## config.mk

```make
export PLATFORM = sky130hd
export DESIGN_NAME = nios2_oci_dct_capture
export DESIGN_NICKNAME = d
export VERILOG_FILES = /design/src/rtl/nios2_oci_dct_capture.sv
export SDC_FILE = /design/constraint.sdc
export NUM_CORES = 1
export LEC_CHECK = 0
export BUFFER_PORTS_ARGS = -buffer_cell sky130_fd_sc_hd__buf_2
export CAP_MARGIN = 20
export CORE_UTILIZATION = 60
export DETAILED_ROUTE_END_ITERATION = 10
export HOLD_SLACK_MARGIN = 0.03
export PLACE_DENSITY = 0.88
export SLEW_MARGIN = 20
export SYNTH_ARGS = -nofsm -noshare
export SYNTH_HDL_FRONTEND = slang
export SYNTH_SLANG_ARGS = --single-unit
```

## constraint.sdc

```tcl
create_clock -name clk -period 15.25 [get_ports clk]
set_input_delay 0.7625 -clock clk [delete_from_list [all_inputs] [get_ports clk]]
set_output_delay 0.7625 -clock clk [all_outputs]
set_load 0.01 [all_outputs]
```

## src/rtl/nios2_oci_dct_capture.sv

```systemverilog
// Debug-trace capture FIFO: stores {count, payload} words while running, then
// drains on request and stops; reads stay available in every state.
module nios2_oci_dct_capture #(
    parameter int DCT_WIDTH = 30,
    parameter int CNT_WIDTH = 4,
    parameter int DEPTH     = 16
) (
    input  logic                           clk,
    input  logic                           reset_n,
    input  logic [DCT_WIDTH-1:0]           dct_buffer,
    input  logic [CNT_WIDTH-1:0]           dct_count,
    input  logic                           dct_valid,
    input  logic                           test_ending,
    input  logic                           test_has_ended,
    input  logic                           rd_en,
    output logic [DCT_WIDTH+CNT_WIDTH-1:0] rd_data,
    output logic                           rd_valid,
    output logic [$clog2(DEPTH):0]         level,
    output logic                           overflow,
    output logic [7:0]                     drop_count,
    output logic                           done
);

    localparam int AW    = $clog2(DEPTH);
    localparam int LVL_W = AW + 1;
    localparam int ENT_W = DCT_WIDTH + CNT_WIDTH;

    typedef enum logic [1:0] {
        RUN   = 2'd0,
        DRAIN = 2'd1,
        DONE  = 2'd2
    } state_t;

    function automatic logic [7:0] sat_inc8(input logic [7:0] v);
        return (v == 8'hFF) ? v : v + 8'd1;
    endfunction

    state_t             state_q, state_d;
    logic [AW-1:0]      wr_ptr_q, wr_ptr_d;
    logic [AW-1:0]      rd_ptr_q, rd_ptr_d;
    logic [LVL_W-1:0]   level_q, level_d;
    logic               rd_valid_q, rd_valid_d;
    logic [ENT_W-1:0]   rd_data_q, rd_data_d;
    logic               overflow_q, overflow_d;
    logic [7:0]         drop_q, drop_d;
    logic [ENT_W-1:0]   mem [DEPTH];

    logic capture, pop, full, empty, wr, drop;

    always_comb begin
        full    = (level_q == LVL_W'(DEPTH));
        empty   = (level_q == '0);
        // The cycle that first sees a stop request already refuses captures.
        capture = (state_q == RUN) && dct_valid && (dct_count != '0)
                  && !test_ending && !test_has_ended;
        pop     = rd_en && !empty;
        wr      = capture && (!full || pop);
        drop    = capture && full && !pop;

        wr_ptr_d   = wr  ? wr_ptr_q + AW'(1) : wr_ptr_q;
        rd_ptr_d   = pop ? rd_ptr_q + AW'(1) : rd_ptr_q;
        level_d    = level_q + LVL_W'(wr) - LVL_W'(pop);
        rd_valid_d = pop;
        rd_data_d  = pop ? mem[rd_ptr_q] : rd_data_q;
        overflow_d = overflow_q | drop;
        drop_d     = drop ? sat_inc8(drop_q) : drop_q;

        state_d = state_q;
        case (state_q)
            RUN: begin
                if (test_has_ended)   state_d = DONE;
                else if (test_ending) state_d = DRAIN;
            end
            DRAIN: begin
                if (test_has_ended || empty) state_d = DONE;
            end
            DONE:    state_d = DONE;
            default: state_d = RUN;
        endcase
    end

    always_ff @(posedge clk) begin
        if (!reset_n) begin
            state_q    <= RUN;
            wr_ptr_q   <= '0;
            rd_ptr_q   <= '0;
            level_q    <= '0;
            rd_valid_q <= 1'b0;
            rd_data_q  <= '0;
            overflow_q <= 1'b0;
            drop_q     <= '0;
        end else begin
            state_q    <= state_d;
            wr_ptr_q   <= wr_ptr_d;
            rd_ptr_q   <= rd_ptr_d;
            level_q    <= level_d;
            rd_valid_q <= rd_valid_d;
            rd_data_q  <= rd_data_d;
            overflow_q <= overflow_d;
            drop_q     <= drop_d;
        end
    end

    // Storage is never cleared; a full-level write lands on the slot being read,
    // which still returns the old entry because the read samples before update.
    always_ff @(posedge clk) begin
        if (reset_n && wr) begin
            mem[wr_ptr_q] <= {dct_count, dct_buffer};
        end
    end

    assign rd_data    = rd_data_q;
    assign rd_valid   = rd_valid_q;
    assign level      = level_q;
    assign overflow   = overflow_q;
    assign drop_count = drop_q;
    assign done       = (state_q == DONE);

endmodule

```

---- After elaboration in Yosys (flattened, before gate mapping) ----
Memory sizes are Yosys's and may differ from the RTL's. A register that Yosys moved wholly into a read port is not among the register bits.
Index checks and enable logic that the tools add are counted.
storage, ports and cells
  memory bits (writable) .................. 544
  bits of input ports ..................... 40
  bits in registers ....................... 25
  output and inout bits ................... 50
  memories ................................ 1
operators by class
  bitwise gates (word level) .............. 2
  muxes and demuxes ....................... 6
  equality and inequality tests ........... 6
  add/sub/neg operators ................... 5
  reductions and logical operators ........ 22
memory list
  memory  depth  bits a word  rd ports  clocked after Yosys merged registers in  write ports  RTL line  source
  mem     16     34           1         1                                        1            46        logic [ENT_W-1:0] mem [DEPTH];
operators with widths
  operator                                                               number
  1-bit logical AND                                                      9
  4-bit by 1-bit adder with 4-bit output, second input constant          2
  8-bit by 1-bit adder with 8-bit output, second input constant          1
  8-bit equality test, second input constant                             1
  1-bit logical NOT                                                      6
  2-bit two-way mux                                                      3
  2-bit one-hot mux with 3 select lines                                  1
  5-bit by 1-bit adder with 5-bit output                                 1
  5-bit equality test, second input constant                             1
  5-bit logical NOT                                                      1
  5-bit by 1-bit subtractor with 5-bit output                            1
  2-bit AND reduction                                                    2
  4-bit nonzero test                                                     1
  3-bit != test, second input constant                                   1
  2-bit by 1-bit equality test with 1-bit output, second input constant  1
  2-bit equality test, second input constant                             1
  2-bit logical NOT                                                      1
  1-bit logical OR                                                       2
  1-bit two-way mux                                                      2
  2-bit != test, second input constant                                   1
  1-bit NOT                                                              1
  1-bit OR                                                               1

---- Depth between registers and ports, before layout ----
  depth in word-level cells ............... 9
  depth in mapped cells ................... 15
  depth with buffers taken out ............ 13

---- Worst setup path before layout ----
OpenSTA, ideal clock, no wires.
  path kind ............................... in2reg
  start point ............................. input port test_has_ended
  end point ............................... memory mem[8][0] in the netlist's numbering, enable pin
  arrival ................................. 5.038 ns
  stages on the path ...................... 4
  required time ........................... 14.727 ns
  path buffers ............................ 1
  path slack .............................. 9.689 ns
  cell sequence ........................... and4bb_2 -> o211ai_1 -> clkbuf_1 -> nor4b_1
on the way
  cells in the longest elaborated chain, start to end .. 6
RTL lines
  item                                     RTL line  source
  start: declaration                       14        input logic test_has_ended,
  1-bit logical NOT                        55        && !test_ending && !test_has_ended;
  1-bit logical AND                        55
  1-bit logical AND                        57        wr = capture && (!full || pop);
  1-bit logical AND                        107       if (reset_n && wr) begin
  1-bit two-way mux                        107
  1-bit two-way mux (not written as such)  108       mem[wr_ptr_q] <= {dct_count, dct_buffer};
  end: declaration                         46
No other way between the ends.

---- Worst setup path after layout ----
  start point ............................. register state_q[0]
  end point ............................... memory mem[10][20] in the netlist's numbering, enable pin
on the way
  cells in the longest elaborated chain, start to end .. 9
RTL lines
  item                                     RTL line  source
  start: declaration                       38        state_t state_q, state_d;
  start signal: assignment                 93        state_q <= state_d;
  2-bit logical NOT                        54        capture = (state_q == RUN) && dct_valid && (dct_count != '0)
  1-bit logical AND (2 in a row)           54
  1-bit logical AND (2 in a row)           55
  1-bit logical AND                        57
  1-bit logical AND                        107
  1-bit two-way mux                        107
  1-bit two-way mux (not written as such)  108
No other way between the ends.

==> impl_summary.md <==
Route
The violation count after the first detailed-route iteration is 1152. In the final routed layout, each cell accounts on average for 28.6 um. Summing over every cut layer, the via total after detailed routing is about 11k. For this run, design rule violations remaining after detail routing come to 0. Using the TritonRoute via totals, the vias-per-cell ratio works out to 6.45.

After detailed routing, the total wire length is 50600 um. The detail route stage leaves a number of antenna-violating nets equal to 0. Before antenna repair, the detailed router went through 5 iterations.

Cells and area
The final non-filler cell area is ~0.026 mm^2. The filler cell count is 2171. After the last flow step, the layout net total stands at about 1.3k. In the layout the commonest cells are edfxtp_1 (544), mux4_2 (136), buf_2 (89).

The multi-input gate area in the final layout is 0.00531 mm^2. The layout-stage area growth over the synthesis result is 13.1%. The area occupied by registers is 0.0175 mm^2.

The most common cell after layout, fill and taps aside is edfxtp_1. The share of final-layout standard cells stronger than drive strength 1 is 31.9%.

STA
For the finished layout, the period the worst path requires is 3.25 ns. The count of pins over their slew limit is 0. The worst clock skew is 0.0189 ns. The worst path uses 21.3% of the clock period.

The final sum of negative setup slack is 0 ns. The normalized max-slew margin is 26.0%. The number of failing hold endpoints at the final stage is 0. For the pin with the worst max-slew slack, the measured transition is ~1.1 ns.

The final worst-path setup slack is around 12 ns. The setup-violating endpoint count in the final report is 0. Setup repair after global routing left no endpoint under its margin. Static timing analysis puts the maximum clock frequency at 308 MHz.

Placed design
At the placement stage, the worst setup path has a slack of 11.52 ns. The number of port buffers is 89. After detailed placement, the total cell area comes to approximately 0.024 mm^2. The post-detailed-placement half-perimeter wirelength is between 20000 and 30000 um. The routability congestion estimate from global placement is 0.766.

Critical path
The slack of the worst reg-to-reg path is 12.00 ns. The number of cells traversed by the worst register-to-register path is 7. The worst setup path is launched from a flop. In this run the worst path has a maximum fanout of 27.

The worst setup path is captured at a flop. STA puts the critical path data required time at 15.48 ns. The critical path data arrival time is 3.48 ns. The worst register-to-register path begins at state_q[0]. The worst setup path is of the flop to flop kind. The reg-to-reg endpoint is mem[10][20]. The end point of the critical path is mem[10][20]. The critical path starts at state_q[0].

Clocking
The insertion delay to the later sink of the worst-skew pair is 0.61 ns. After clock tree synthesis, the flow added hold-fix buffers numbering 0. The count of instances resized after the clock tree is built is 0.

The number of H-tree levels is 2. In this run the clock root is driven by a clkbuf_16. The CTS buffer count is 57. The sink count of the clock tree is 603.

The number of setup buffers added after CTS is 0. The clock passes through at most 3 buffers. TritonCTS built the clock tree. The clock slew seen by the registers of the worst setup and hold paths is 0.06 ns.

Die
90 I/O pins were placed. The core box area is 0.0378 mm^2. The die is slightly below 200 um wide. The number of standard-cell rows in the floorplan is 71. The effective utilization at floorplan is a little over 60%. The area enclosed by the die boundary is 0.0392 mm^2. The vertical die dimension is 198 um.

Pwr
The share of total power in combinational logic is ~16%. The worst-case vdd ir drop is 0.000105 V. For this design the total switching power over the nets is 0.000961 W. The share of total power in the clock network is 35.3%. The internal portion of the total power is just under 0.003 W. The cell area power density is 150 mW/mm^2. In this run switching power makes up about a quarter of total power. The static power due to leakage is 8.29 nW. Sequential cells burn about 49% of the power.

The total power of the final layout is 0.00391 W.

Logic synthesis
Of the synthesized area, sequential elements account for around three quarters. When the netlist entered floorplanning its net count stood at 1140. The number of distinct library cells after synthesis is 47. The number of instances in the synthesized netlist is 1084. The post-synthesis instance area is around 0.023 mm^2. A synthesized cell averages 21.3 um^2.

The post-synthesis async set-or-reset flop share is 0%. Yosys mapped a number of flops with a built-in enable equal to 544. For this run, the leading register cell type out of synthesis is edfxtp_1.

The synthesis-stage register bit count is 603. The number of warnings issued by yosys is 0.

Global routing
In the global route stage, met3 resource usage came out at around 5.5%. The global-route wire length before repair is 75700 um. The leftover overflow at the end of global routing is 0. The met1 track demand over resource is 35.5%. After global routing, the most crowded layer is met2. The initial antenna violation count is 0. Entering global routing, the biggest net connects 79 pins. The via count of the first global-routing pass is around 12k. The global routing met2 resource utilization is 45.3%. Global routing used 27.2% of the available tracks.

Hold path
The min-delay analysis places its worst path in the category flop to flop.

Outcome
The run finished with clean final reports.

Job
Max-cap violations in this run came to 0.
==> power groups by stage <==
stage	clock (W)	sequential [W]	combinational (W)
final	0.00138	0.00191	0.000619
after global routing	0.00145	0.00192	0.000667
after CTS	0.00139	0.00191	0.000626
after detailed placement	0	0.00195	0.000609
after global placement	0	0.00194	0.000587
after floorplan	0	0.00191	0.000486
==> Yosys cell counts (2+ instances only) <==
library cell / n / area [um^2]
a21oi_1: 11 / 55.1
a221o_1: 34 / 340
buf_1: 4 / 15.0
o41ai_1: 3 / 26.3
xnor2_1: 5 / 43.8
o21ai_0: 7 / 35.0
nor3_1: 6 / 30.0
buf_6: 4 / 45.0
buf_4: 3 / 22.5
or3_1: 3 / 18.8
edfxtp_1: 544 / 16300
xor2_1: 3 / 26.3
nor3b_1: 2 / 15.0
or4_1: 2 / 15.0
clkbuf_1: 33 / 124
nand2b_1: 5 / 31.3
nor4_1: 8 / 50.1
nor2_1: 46 / 173
nand3_1: 9 / 45.0
nor4b_1: 5 / 43.8
mux4_2: 136 / 3060
ha_1: 15 / 188
mux2i_1: 38 / 380
nand2_1: 12 / 45.0
inv_1: 16 / 60.1
o311ai_0: 2 / 17.5
buf_2: 15 / 75.1
and2_1: 3 / 18.8
dfxtp_1: 59 / 1180
mux2_2: 34 / 383
==> through the flow <==
step           instances  utilization, %  hold WS [ns]
2_1_floorplan       1084               -         0.470
3_3_place_gp        1660            64.2         0.444
3_5_place_dp        1660            64.2         0.445
4_1_cts             1768            69.0         0.454
5_1_grt             1768            69.1         0.482
6_report            1770            69.1         0.449
==> per-layer routing <==
layer	share of wire [%]	up-vias
met4	3.1	0
met3	9.1	108
met5	0	-
met1	37	5889
li1	-	4752
met2	51	670
==> logic make-up (layout without fill, tap and decap cells) <==
kind of cell             after synthesis  count (layout)  share of synthesized area [%]
flip-flops                           603             603                           76.0
multiplexers                         208             208                           16.6
AND/OR/NAND/NOR                      112             112                           2.53
buffers and inverters                 75             248                           1.48
AO/OA/AOI/OAI                         62              62                           2.22
adder cells (fa/ha/maj)               16              16                          0.901
XOR/XNOR                               8               8                          0.304
other                                  0               2                              0
==> state kept, by name (all words and copies together) (netlist names) <==
name,flops
overflow,1
rd_valid,1
rd_data,34
drop_count,8
mem,544
rd_ptr_q,4
state_q,2
level,5
wr_ptr_q,4
==> worst min path at each step <==
| stage | slack, ns | startpoint | endpoint | depth (start not counted) |
|---|---|---|---|---|
| after global routing | 0.48 | overflow | overflow | 2 |
| final | 0.45 | overflow | overflow | 2 |
| after detailed placement | 0.45 | overflow | overflow | 2 |
| after global placement | 0.44 | overflow | overflow | 2 |
| after floorplan | 0.47 | overflow | overflow | 2 |
| after CTS | 0.45 | overflow | overflow | 2 |
==> final cells by class <==
| cell class | count | area share [%] |
|---|---|---|
| Antenna cell | 2 | 0.0192 |
| Clock buffer | 86 | 6.27 |
| Clock inverter | 22 | 0.729 |
| Inverter | 16 | 0.230 |
| Multi-Input combinational cell | 406 | 20.4 |
| Sequential cell | 603 | 67.2 |
| Tap cell | 511 | 2.45 |
| Timing Repair Buffer | 124 | 2.74 |
==> critical path, stage by stage, from the launching register on <==
cell	delay, ns
dfxtp_1	0.35
inv_1	0.10
ha_1	0.20
and4bb_2	0.30
o211ai_1	0.12
buf_4	0.26
nor4b_2	0.90
buf_4	0.62
Note: power is estimated with default switching activity, not from simulation.
